===== src/rtl/cla_adder_pipe.sv =====
// Two-stage pipelined carry-lookahead adder/subtractor with valid/ready flow control.
// Define CLA_SAT_EN to saturate the sum to the signed limit on overflow.
module cla_adder_pipe #(
  parameter int WIDTH = 16,
  parameter int BLOCK = 4
) (
  input  logic             clk,
  input  logic             rst,
  input  logic             in_valid,
  output logic             in_ready,
  input  logic [WIDTH-1:0] a,
  input  logic [WIDTH-1:0] b,
  input  logic             cin,
  input  logic             sub,
  output logic             out_valid,
  input  logic             out_ready,
  output logic [WIDTH-1:0] sum,
  output logic             cout,
  output logic             ovf
);

  localparam int NG = WIDTH / BLOCK;

  function automatic logic grp_gen(input logic [BLOCK-1:0] gv, input logic [BLOCK-1:0] pv);
    logic r;
    r = 1'b0;
    for (int j = 0; j < BLOCK; j++) r = gv[j] | (pv[j] & r);
    return r;
  endfunction

  function automatic logic [NG:0] group_carries(input logic [NG-1:0] gv, input logic [NG-1:0] pv,
                                                input logic ci);
    logic [NG:0] c;
    logic        t;
    c = '0;
    for (int k = 0; k <= NG; k++) begin
      t = ci;
      for (int j = 0; j < k; j++) t = t & pv[j];
      c[k] = t;
      for (int j = 0; j < k; j++) begin
        t = gv[j];
        for (int m = j + 1; m < k; m++) t = t & pv[m];
        c[k] = c[k] | t;
      end
    end
    return c;
  endfunction

  function automatic logic [BLOCK:0] bit_carries(input logic [BLOCK-1:0] gv, input logic [BLOCK-1:0] pv,
                                                 input logic ci);
    logic [BLOCK:0] c;
    logic           t;
    c = '0;
    for (int k = 0; k <= BLOCK; k++) begin
      t = ci;
      for (int j = 0; j < k; j++) t = t & pv[j];
      c[k] = t;
      for (int j = 0; j < k; j++) begin
        t = gv[j];
        for (int m = j + 1; m < k; m++) t = t & pv[m];
        c[k] = c[k] | t;
      end
    end
    return c;
  endfunction

  logic [WIDTH-1:0] b_eff_s, p_s, g_s;
  logic             c0_s;
  logic [NG-1:0]    gg_s, gp_s;

  logic             s1_valid_r;
  logic [WIDTH-1:0] s1_p_r, s1_g_r;
  logic [NG-1:0]    s1_gg_r, s1_gp_r;
  logic             s1_c0_r, s1_a_msb_r, s1_b_msb_r;

  logic [NG:0]      gc_s;
  logic [BLOCK:0]   bc_s;
  logic [WIDTH:0]   c_s;
  logic [WIDTH-1:0] sum_raw_s, sum_s;
  logic             ovf_s;

  logic             out_valid_r, cout_r, ovf_r;
  logic [WIDTH-1:0] sum_r;
  logic             out_adv_s, s1_adv_s;

  assign out_adv_s = !out_valid_r || out_ready;
  assign s1_adv_s  = !s1_valid_r || out_adv_s;
  assign in_ready  = s1_adv_s;
  assign out_valid = out_valid_r;
  assign sum       = sum_r;
  assign cout      = cout_r;
  assign ovf       = ovf_r;

  // Stage 1: operand conditioning, per-bit and per-group generate/propagate.
  always_comb begin
    b_eff_s = sub ? ~b : b;
    c0_s    = sub ? 1'b1 : cin;
    g_s     = a & b_eff_s;
    p_s     = a ^ b_eff_s;
    gg_s    = '0;
    gp_s    = '0;
    for (int k = 0; k < NG; k++) begin
      gg_s[k] = grp_gen(g_s[k*BLOCK +: BLOCK], p_s[k*BLOCK +: BLOCK]);
      gp_s[k] = &p_s[k*BLOCK +: BLOCK];
    end
  end

  // Stage 1 register: loads a new beat (or a bubble) whenever it may advance.
  always_ff @(posedge clk or posedge rst) begin
    if (rst) begin
      s1_valid_r <= 1'b0;
      s1_p_r     <= '0;
      s1_g_r     <= '0;
      s1_gg_r    <= '0;
      s1_gp_r    <= '0;
      s1_c0_r    <= 1'b0;
      s1_a_msb_r <= 1'b0;
      s1_b_msb_r <= 1'b0;
    end else if (s1_adv_s) begin
      s1_valid_r <= in_valid;
      if (in_valid) begin
        s1_p_r     <= p_s;
        s1_g_r     <= g_s;
        s1_gg_r    <= gg_s;
        s1_gp_r    <= gp_s;
        s1_c0_r    <= c0_s;
        s1_a_msb_r <= a[WIDTH-1];
        s1_b_msb_r <= b_eff_s[WIDTH-1];
      end
    end
  end

  // Stage 2: group-level then bit-level lookahead, sum and flags.
  always_comb begin
    gc_s = group_carries(s1_gg_r, s1_gp_r, s1_c0_r);
    c_s  = '0;
    bc_s = '0;
    for (int k = 0; k < NG; k++) begin
      bc_s = bit_carries(s1_g_r[k*BLOCK +: BLOCK], s1_p_r[k*BLOCK +: BLOCK], gc_s[k]);
      c_s[k*BLOCK +: BLOCK] = bc_s[BLOCK-1:0];
    end
    c_s[WIDTH] = gc_s[NG];
    sum_raw_s  = s1_p_r ^ c_s[WIDTH-1:0];
    ovf_s      = (s1_a_msb_r == s1_b_msb_r) && (sum_raw_s[WIDTH-1] != s1_a_msb_r);
`ifdef CLA_SAT_EN
    if (ovf_s) begin
      sum_s = s1_a_msb_r ? {1'b1, {(WIDTH-1){1'b0}}} : {1'b0, {(WIDTH-1){1'b1}}};
    end else begin
      sum_s = sum_raw_s;
    end
`else
    sum_s = sum_raw_s;
`endif
  end

  // Output register: holds its beat while the consumer stalls.
  always_ff @(posedge clk or posedge rst) begin
    if (rst) begin
      out_valid_r <= 1'b0;
      sum_r       <= '0;
      cout_r      <= 1'b0;
      ovf_r       <= 1'b0;
    end else if (out_adv_s) begin
      out_valid_r <= s1_valid_r;
      if (s1_valid_r) begin
        sum_r  <= sum_s;
        cout_r <= c_s[WIDTH];
        ovf_r  <= ovf_s;
      end
    end
  end

endmodule


===== config.mk =====
export PLATFORM = sky130hd
export DESIGN_NAME = cla_adder_pipe
export DESIGN_NICKNAME = d
export VERILOG_FILES = /design/src/rtl/cla_adder_pipe.sv
export SDC_FILE = /design/constraint.sdc
export NUM_CORES = 1
export LEC_CHECK = 0
export CORE_ASPECT_RATIO = 1.1
export CORE_MARGIN = 2
export CORE_UTILIZATION = 45
export DETAILED_ROUTE_END_ITERATION = 12
export PLACE_DENSITY = 0.71
export SETUP_SLACK_MARGIN = 0.15
export SKIP_LAST_GASP = 1
export SYNTH_ARGS = -nofsm -noshare
export SYNTH_HDL_FRONTEND = slang
export SYNTH_SLANG_ARGS = --single-unit

===== constraint.sdc =====
create_clock -name clk -period 2.4 [get_ports clk]
set_input_delay 0.48 -clock clk [delete_from_list [all_inputs] [get_ports clk]]
set_output_delay 0.48 -clock clk [all_outputs]
set_load 0.02 [all_outputs]

==> results.md, run 1 <==
* Cell Rows at 30
* Root Driver: clkbuf_8
* Multi-input logic area at 1411 µm²
* DRC viols at 0
* Routed wire length at 5610 µm
* Max Cap Violations at 0
* Place WS at 0.08684 ns
* Critical Path Source: out_ready
* Worst hold path class: flip-flop to flip-flop
* DR WL/cell at 13.82 µm
* Worst-Skew Late Latency at 0.34 ns
* Setup TNS at 0 ns
* Met2 wire length at 2547 µm
* Slew @ Worst Pin at 0.3748 ns
* Cells after Synth at 255
* Commonest non-fill, non-tap cells in the layout: dfrtp_1, clkdlybuf4s50_1, nand2_1
* Die Y at 88.51 µm
* Pins Over Slew Limit at 0
* Final Cell Area at 3894 µm²
* Reg clk slew, reported paths at 0.07 ns
* Drt first-iter violations at 104
* Met3 routed WL at 327 µm
* Post-detailed-route count of antenna-violating nets at 0
* Die W at 80.83 µm
* Final period util at 92.45%
* CP startpoint kind: input port
* Area growth from synthesis to layout at 33.28%
* Clock skew at 0.008314 ns
* Synth unique cells at 29
* Vias per cell at 5.032
* Gp weighted congestion at 0.7772
* Worst path required time at 1.92 ns
* Net count, final at 379
* Num ports at 58
* Sink Count at 59
* Cell Area, Synth at 2922 µm²
* Synth warn at 0
* Pre-Repair DR Iteration Count at 4
* Vias at 2043
* Placement Cell Area at 3612 µm²
* R2R Setup Slk at 0.27 ns
* Leakage at 1.798 nW
* CP endpoint kind: output pin
* Peak VDD IR at 0.0004072 V
* First-pass GRT wire length at 9018 µm
* Fillers at 543
* Ant. Diodes at 0
* Die ar. at 7154 µm²
* Largest net degree at the start of global routing at 60
* Syn_nets at 313
* Final setup violation count at 0
* Critical R2R Capture: ovf
* Critical Path End: in_ready
* TritonCTS Buffers at 9
* Fin crit period at 2.219 ns
* Critical R2R Launch: s1_gp_r[0]
* Number of global-route vias before repair at 1962
* Max clock buf depth at 2
* Layout cells sized above 1 at 19.63%
* Kind of critical path: input port to output pin
* Worst slew margin at 74.37%
* WL met1 at 2645 µm
* All-Layer GR Usage at 16.80%
* Unrepaired setup endpoints after global routing: no
* Starting Density at 46.89%
* Port buffer count at 57
* Core area at 6231 µm²
* Synthesized area per cell at 11.46 µm²
* Most common cell after layout, fill and taps aside: dfrtp_1
* Max Used Layer: met4
* CP Max Fanout at 3
* Grt ovf at 0
* CTS tree: yes
* FF/Latch Area at 1476 µm²
* Worst Slack Setup Final at 0.1812 ns
* H-Tree Depth at 3
* Highest Clock Rate at 450.7 MHz
* Sequential share of the synthesized area at 50.54%
* Initial antenna violation count at 0
* Critical Path AT at 1.74 ns
* Post-CTS Hold Fix Bufs at 0
* R2R cell count at 8
* Final hold vios at 0
* Outcome: finished clean
* HPWL Detailed at 3991 µm
* Yosys reg bits at 59
* Power per cell area at 905.7 nW/µm²
-- registers in the layout, summed over array words and instances (netlist names) --
signal and count:
s1_gp_r 4, cout 1, s1_b_msb_r 1, s1_p_r 16
sum 16, out_valid 1, s1_gg_r 4, ovf 1
s1_valid_r 1, s1_c0_r 1, s1_g_r 12, s1_a_msb_r 1
-- worst min-delay path by stage --
stage                    start          to  slack [ns]  cells after the start
floorplan           s1_gp_r[0]  s1_gp_r[0]        0.45                      2
CTS                     sum[5]      sum[5]        0.48                      2
finish                  sum[4]      sum[4]        0.48                      2
detailed placement      sum[5]      sum[5]        0.47                      2
global placement        sum[6]      sum[6]        0.46                      2
global route        s1_gp_r[3]  s1_gp_r[3]        0.50                      2
-- area by class of cell --
type | instances | share of cell area (%)
Multi-Input combinational cell | 184 | 36.25
Tap cell | 80 | 2.571
Clock buffer | 11 | 3.888
Clock inverter | 5 | 1.928
Inverter | 1 | 0.09640
Sequential cell | 59 | 37.92
Timing Repair Buffer | 66 | 17.35
-- through the flow --
step,hold slack (ns),utilization [%],power (mW),std cells
after floorplan,0.4506,-,2.041,255
after detailed placement,0.4673,57.97,2.507,386
after global placement,0.4596,57.97,2.471,386
after CTS,0.4831,61.83,3.545,403
after global routing,0.4982,62.49,3.731,406
final,0.4761,62.49,3.526,406
-- per-layer routing --
| layer | track usage [%] | vias up |
|---|---|---|
| met2 | 25.02 | 48 |
| met1 | 22.67 | 956 |
| met4 | 8.166 | 0 |
| met3 | 4.694 | 8 |
| met5 | 0 | - |
| li1 | - | 1031 |
-- report_power, final --
group / internal (mW) / leakage [nW] / switching, mW
Clock: 0.636 / 0.119 / 0.386
Combinational: 0.587 / 0.956 / 0.515
Sequential: 1.24 / 0.722 / 0.161
-- worst max-delay path, stage by stage --
cell	delay, ns
clkdlybuf4s50_1	0.47
nand3b_1	0.16
clkdlybuf4s50_1	0.62
-- cells by family (layout without fill, tap and decap cells) --
family	after synthesis	count (layout)	synth area share, %
AOI/OAI and AO/OA	49	49	10.84
xor gates and xnor gates	23	23	6.895
adders and majority gates	20	20	8.565
buffers and inverters	12	83	2.013
DFF	59	59	50.54
muxes	30	30	11.56
and+or+nand+nor	62	62	9.594
-- repair_timing --
item	4_1_cts	5_1_grt
resized for setup	2	3
setup endpoints to repair	1	1
pin swaps	3	6
gates cloned	0	0
setup buffers	1	3
-- cell usage after synthesis --
cell type | instances | share of area (%)
o22ai_1 | 3 | 0.64
a2111oi_0 | 1 | 0.30
dfrtp_1 | 59 | 51
and2_1 | 1 | 0.21
o211ai_1 | 1 | 0.26
a21oi_1 | 5 | 0.86
o31ai_1 | 5 | 1.3
ha_1 | 20 | 8.6
a31oi_1 | 1 | 0.21
a21o_1 | 11 | 2.8
nor3_1 | 6 | 1.0
nand4_1 | 4 | 0.86
a21boi_1 | 1 | 0.26
nor2_1 | 7 | 0.90
or4_1 | 1 | 0.26
buf_4 | 1 | 0.26
mux2_2 | 30 | 12
or2_2 | 3 | 0.64
o211ai_2 | 1 | 0.43
nand3b_1 | 1 | 0.26
nand2b_1 | 3 | 0.64
and3b_1 | 1 | 0.30
inv_1 | 1 | 0.13
o21ai_0 | 16 | 2.7
o21a_1 | 4 | 1.0
xor2_1 | 23 | 6.9
nand2_1 | 35 | 4.5
clkbuf_1 | 2 | 0.26
buf_2 | 8 | 1.4
No activity file was read; power rests on OpenSTA's default activity.
==> run 2: changes to the inputs <==
Settings changed: GPL_TIMING_DRIVEN from default to 0, MAX_ROUTING_LAYER from default to met4, RECOVER_POWER from default to 50.
==> results.md, run 2 (same netlist as run 1, synthesis figures left out) <==
* Num ports at 58 (unchanged)
* Critical Path End: in_ready (unchanged)
* Ant. Diodes at 0 (unchanged)
* CP max stage delay at 0.56 ns (was 0.62 ns)
* Power per cell area at 856.3 nW/µm² (was 905.7 nW/µm²)
* Fin cells at 407 (was 406)
* All-Layer GR Usage at 19.04% (was 16.80%)
* Drt first-iter violations at 95 (was 104)
* Max clock buf depth at 2 (unchanged)
* Unrepaired setup endpoints after global routing: no (unchanged)
* Layout cells sized above 1 at 17.13% (was 19.63%)
* Die Y at 88.51 µm (unchanged)
* Starting Density at 46.89% (unchanged)
* DR WL/cell at 14.47 µm (was 13.82 µm)
* Vias per cell at 5.061 (was 5.032)
* Routed wire length at 5889 µm (was 5610 µm)
* Most common cell after layout, fill and taps aside: dfrtp_1 (unchanged)
* CTS tree: yes (unchanged)
* Reg clk slew, reported paths at 0.06 ns (was 0.07 ns)
* Slew @ Worst Pin at 0.9216 ns (was 0.3748 ns)
* Vias at 2060 (was 2043)
* Final hold vios at 0 (unchanged)
* R2R cell count at 8 (unchanged)
* Critical R2R Capture: ovf (unchanged)
* Root Driver: clkbuf_8 (unchanged)
* Die W at 80.83 µm (unchanged)
* Leakage at 1.737 nW (was 1.798 nW)
* Grt ovf at 0 (unchanged)
* Worst path bufs/invs at 2 (unchanged)
* Die ar. at 7154 µm² (unchanged)
* Worst slew margin at 38.49% (was 74.37%)
* H-Tree Depth at 3 (unchanged)
* TritonCTS Buffers at 9 (unchanged)
* Pins Over Slew Limit at 0 (unchanged)
* Port buffer count at 56 (was 57)
* Commonest non-fill, non-tap cells in the layout: dfrtp_1, clkdlybuf4s50_1, nand2_1 (unchanged)
* CP max-delay cell: clkdlybuf4s50_1 (unchanged)
* Clock skew at 0.006315 ns (was 0.008314 ns)
* Outcome: finished clean (unchanged)
* Worst-Skew Late Latency at 0.33 ns (was 0.34 ns)
* Initial antenna violation count at 0 (unchanged)
* Worst hold path class: flip-flop to flip-flop (unchanged)
* CP Max Fanout at 3 (unchanged)
* Highest Clock Rate at 442.8 MHz (was 450.7 MHz)
* DRC viols at 0 (unchanged)
* Final period util at 94.10% (was 92.45%)
* Core area at 6231 µm² (unchanged)
* CP top delay family: buffers and inverters (unchanged)
* CP startpoint kind: input port (unchanged)
* First-pass GRT wire length at 9763 µm (was 9018 µm)
* Final setup violation count at 0 (unchanged)
* Worst path depth at 3 (unchanged)
* CP endpoint kind: output pin (unchanged)
* Max Cap Violations at 0 (unchanged)
* Gp weighted congestion at 0.7888 (was 0.7772)
* Fin crit period at 2.258 ns (was 2.219 ns)
* Area growth from synthesis to layout at 28.61% (was 33.28%)
* Pre-Repair DR Iteration Count at 4 (unchanged)
* Critical Path Source: out_ready (unchanged)
* Critical path, cell by cell: dlygate4sd3_1 > nand3b_1 > clkdlybuf4s50_1 (was clkdlybuf4s50_1 > nand3b_1 > clkdlybuf4s50_1)
* Post-CTS Hold Fix Bufs at 0 (unchanged)
* Peak VDD IR at 0.0004252 V (was 0.0004072 V)
* Largest net degree at the start of global routing at 36 (was 60)
* HPWL Detailed at 4425 µm (was 3991 µm)
* Critical Path AT at 1.78 ns (was 1.74 ns)
* Place WS at 0.07215 ns (was 0.08684 ns)
* Critical R2R Launch: s1_gp_r[0] (unchanged)
* Worst Slack Setup Final at 0.1415 ns (was 0.1812 ns)
* R2R Setup Slk at 0.30 ns (was 0.27 ns)
* Sink Count at 59 (unchanged)
* Dpl cells at 392 (was 386)
* Net count, final at 383 (was 379)
* Post-detailed-route count of antenna-violating nets at 0 (unchanged)
* Number of global-route vias before repair at 2116 (was 1962)
* Kind of critical path: input port to output pin (unchanged)
* Cell Rows at 30 (unchanged)
* Worst path required time at 1.92 ns (about the same)
==> run 2: changes by cell type in the layout (fill, tap and decap cells not counted), sizes merged <==
cell / previous run / this run
bufinv: 2 / 0
clkbuf: 11 / 18
dlygate4sd3: 0 / 2
clkdlybuf4s50: 57 / 54
clkinv: 3 / 0
==> run 2: worst reg2reg max path, delay by kind of cell (launching register included) <==
kind,cells,cell delay [ns]
AOI/OAI and AO/OA,6,1.05
adders and majority gates,1,0.19
DFF,1,0.38
and+or+nand+nor,1,0.40
==> run 2: repair_timing <==
| action | CTS | global route |
|---|---|---|
| hold endpoints to repair | 0 | 0 |
| setup endpoints to repair | 1 | 1 |
| pin swaps | 1 | 6 |
| gates resized for setup | 2 | 0 |
| setup buffers | 1 | 1 |
==> run 2: area by class of cell <==
class                      count  area (µm²)
buffer                        11       52.55
fill                         554        2474
multi-input combinational    184        1393
clock buffer                  13       148.9
inverter                       1       3.754
sequential                    59        1476
timing repair buffer          59       583.1
tap                           80       100.1
==> run 2: stage by stage <==
step	hold WS, ns	TNS [ns]	instance area, µm²	power [mW]	util [%]
after floorplan	0.4506	0	2922	2.041	-
after global placement	0.4607	-35.35	3582	2.471	57.49
after detailed placement	0.4612	0	3602	2.509	57.81
after CTS	0.4761	0	3765	3.257	60.42
after global routing	0.4923	0	3757	3.436	60.30
final	0.4723	0	3757	3.217	60.30
==> run 2: power by group <==
part	internal (mW)	switching, mW	leakage [nW]
Combinational	0.565	0.515	0.939
Sequential	1.24	0.160	0.722
Clock	0.387	0.347	0.0754
==> run 2: how the worst min path moves through the flow <==
stage | start | depth (start not counted) | slack (ns) | endpoint
final | sum[12] | 2 | 0.47 | sum[12]
after global routing | sum[10] | 2 | 0.49 | sum[10]
after CTS | sum[12] | 2 | 0.48 | sum[12]
after detailed placement | sum[12] | 2 | 0.46 | sum[12]
after global placement | sum[6] | 2 | 0.46 | sum[6]
after floorplan | s1_gp_r[0] | 2 | 0.45 | s1_gp_r[0]
==> run 2: per-layer routing <==
layer	part of all wire [%]	global-route usage, %	vias to the layer above	wire length, µm
li1	-	-	1037	-
met1	46	23.72	966	2703
met2	48	29.68	48	2845
met3	4.3	4.694	9	251
met4	1.5	8.012	0	89
met5	0	-	-	0
==> run 3: changes to the inputs <==
Settings changed: CORE_ASPECT_RATIO 1.1 to default, TNS_END_PERCENT from default to 50.
==> results.md, run 3 (same netlist as run 1, synthesis figures left out) <==
* CP max stage delay at 0.48 ns (was 0.56 ns)
* Worst hold path class: flip-flop to flip-flop (unchanged)
* Vias at 2141 (was 2060)
* Core area at 6314 µm² (was 6231 µm²)
* Fillers at 561 (was 554)
* Worst slew margin at 37.17% (was 38.49%)
* Largest net degree at the start of global routing at 44 (was 36)
* WL met1 at 2642 µm (was 2703 µm)
* Final hold vios at 0 (unchanged)
* Critical Path AT at 2.43 ns (was 1.78 ns)
* HPWL Detailed at 4390 µm (was 4425 µm)
* Met3 routed WL at 307 µm (was 251 µm)
* Power per cell area at 866.9 nW/µm² (was 856.3 nW/µm²)
* Final period util at 90.51% (was 94.10%)
* Max Cap Violations at 0 (unchanged)
* Unrepaired setup endpoints after global routing: yes (was no)
* Grt ovf at 0 (unchanged)
* CP startpoint kind: flip-flop (was input port)
* Die ar. at 7153 µm² (was 7154 µm²)
* Sink Count at 59 (unchanged)
* Post-CTS Hold Fix Bufs at 0 (unchanged)
* Commonest non-fill, non-tap cells in the layout: dfrtp_1, clkdlybuf4s50_1, nand2_1 (unchanged)
* Gp weighted congestion at 0.7383 (was 0.7888)
* WHS at 0.4750 ns (was 0.4723 ns)
* Die Y at 84.58 µm (was 88.51 µm)
* CTS tree: yes (unchanged)
* H-Tree Depth at 3 (unchanged)
* FF/Latch Area at 1476 µm² (unchanged)
* Drt first-iter violations at 68 (was 95)
* Port buffer count at 56 (unchanged)
* Layout cells sized above 1 at 18.43% (was 17.13%)
* Clock skew at 0.009295 ns (was 0.006315 ns)
* Final setup violation count at 0 (unchanged)
* Multi-input logic area at 1393 µm² (unchanged)
* Peak VDD IR at 0.0004974 V (was 0.0004252 V)
* First-pass GRT wire length at 9908 µm (was 9763 µm)
* Num ports at 58 (unchanged)
* Fin crit period at 2.172 ns (was 2.258 ns)
* Fin cells at 408 (was 407)
* Reg clk slew, reported paths at 0.06 ns (about the same)
* Post-detailed-route count of antenna-violating nets at 0 (unchanged)
* Vias per cell at 5.248 (was 5.061)
* Cell Rows at 29 (was 30)
* Outcome: finished clean (unchanged)
* Max Used Layer: met4 (unchanged)
* Slew @ Worst Pin at 0.9424 ns (was 0.9216 ns)
* Area growth from synthesis to layout at 29.59% (was 28.61%)
* Root Driver: clkbuf_8 (unchanged)
* Worst path required time at 2.66 ns (was 1.92 ns)
* Met2 wire length at 2918 µm (was 2845 µm)
* Pins Over Slew Limit at 0 (unchanged)
* Starting Density at 46.27% (was 46.89%)
* Routed wire length at 5913 µm (was 5889 µm)
* CP endpoint kind: flip-flop (was output pin)
* CP Max Fanout at 3 (unchanged)
* All-Layer GR Usage at 18.63% (was 19.04%)
* Top cell by count, worst path: a21o_1
* Leakage at 1.762 nW (was 1.737 nW)
* DRC viols at 0 (unchanged)
* Highest Clock Rate at 460.3 MHz (was 442.8 MHz)
* CP max-delay cell: or4_1 (was clkdlybuf4s50_1)
* TritonCTS Buffers at 9 (unchanged)
* Max clock buf depth at 2 (unchanged)
* Number of global-route vias before repair at 2088 (was 2116)
* Share of the core filled with cells at 59.97% (was 60.30%)
* Kind of critical path: flip-flop to flip-flop (was input port to output pin)
* Worst-Skew Late Latency at 0.34 ns (was 0.33 ns)
* Critical path, cell by cell: a21o_1 > a21o_1 > a21o_1 > ha_2 > o211ai_2 > a21boi_2 > or4_1 > a31oi_1 (was dlygate4sd3_1 > nand3b_1 > clkdlybuf4s50_1)
* Initial antenna violation count at 0 (unchanged)
* DR WL/cell at 14.49 µm (was 14.47 µm)
* Pre-Repair DR Iteration Count at 4 (unchanged)
* Dpl cells at 389 (was 392)
* Ant. Diodes at 0 (unchanged)
* Die W at 84.58 µm (was 80.83 µm)
* Net count, final at 384 (was 383)
* Most common cell after layout, fill and taps aside: dfrtp_1 (unchanged)
[run 3: worst max-delay path: cells and delay by family, from the launching register on]
family	cells	cell delay, ns
DFF	1	0.37
adders and majority gates	1	0.19
AOI/OAI and AO/OA	6	1.06
and+or+nand+nor	1	0.48
[run 3: power breakdown]
group          switching, mW  total (mW)  internal, mW  leakage (nW)
registers              0.163        1.41          1.24         0.722
clock network          0.362       0.790         0.429        0.0905
logic                  0.519        1.09         0.567         0.949
total                   1.04        3.28          2.24          1.76
[run 3: what timing repair did]
action | CTS | global route
gates resized for setup | 2 | 1
pin swaps | 1 | 4
setup endpoints to repair | 1 | 2
gates cloned | 0 | 0
setup buffers | 1 | 2
[run 3: path summary, 6_finish.rpt]
check                           startpoint          to  slack (ns)  depth (start not counted)
worst max-delay path               s1_c0_r         ovf        0.23                          8
worst min-delay path                sum[0]      sum[0]        0.48                          2
worst max register to register     s1_c0_r         ovf        0.23                          8
worst min register to register      sum[0]      sum[0]        0.48                          2
max in group asynchronous              rst  s1_gp_r[2]        0.36                          3
min in group asynchronous              rst  s1_p_r[11]        0.66                          2
[run 3: layer usage]
metal | vias to the layer above | global-route usage (%)
met5 | - | -
met4 | 0 | 6.061
met3 | 4 | 5.703
met2 | 54 | 29.49
met1 | 1039 | 22.90
li1 | 1044 | -
[run 3: area by class of cell]
cell class | count | share of cell area (%)
Timing Repair Buffer | 60 | 15.60
Inverter | 1 | 0.09914
Buffer | 11 | 1.421
Sequential cell | 59 | 39.00
Clock inverter | 2 | 0.2644
Clock buffer | 14 | 4.296
Multi-Input combinational cell | 184 | 36.78
Tap cell | 77 | 2.545
[run 3: stage by stage]
step | setup WS [ns] | setup TNS, ns | power, mW | cell area (µm²)
after floorplan | 0.3483 | 0 | 2.041 | 2922
after global placement | -0.5997 | -35.27 | 2.469 | 3578
after detailed placement | 0.1185 | 0 | 2.503 | 3598
after CTS | 0.1852 | 0 | 3.304 | 3785
after global routing | 0.06304 | 0 | 3.495 | 3786
final | 0.2277 | 0 | 3.282 | 3786
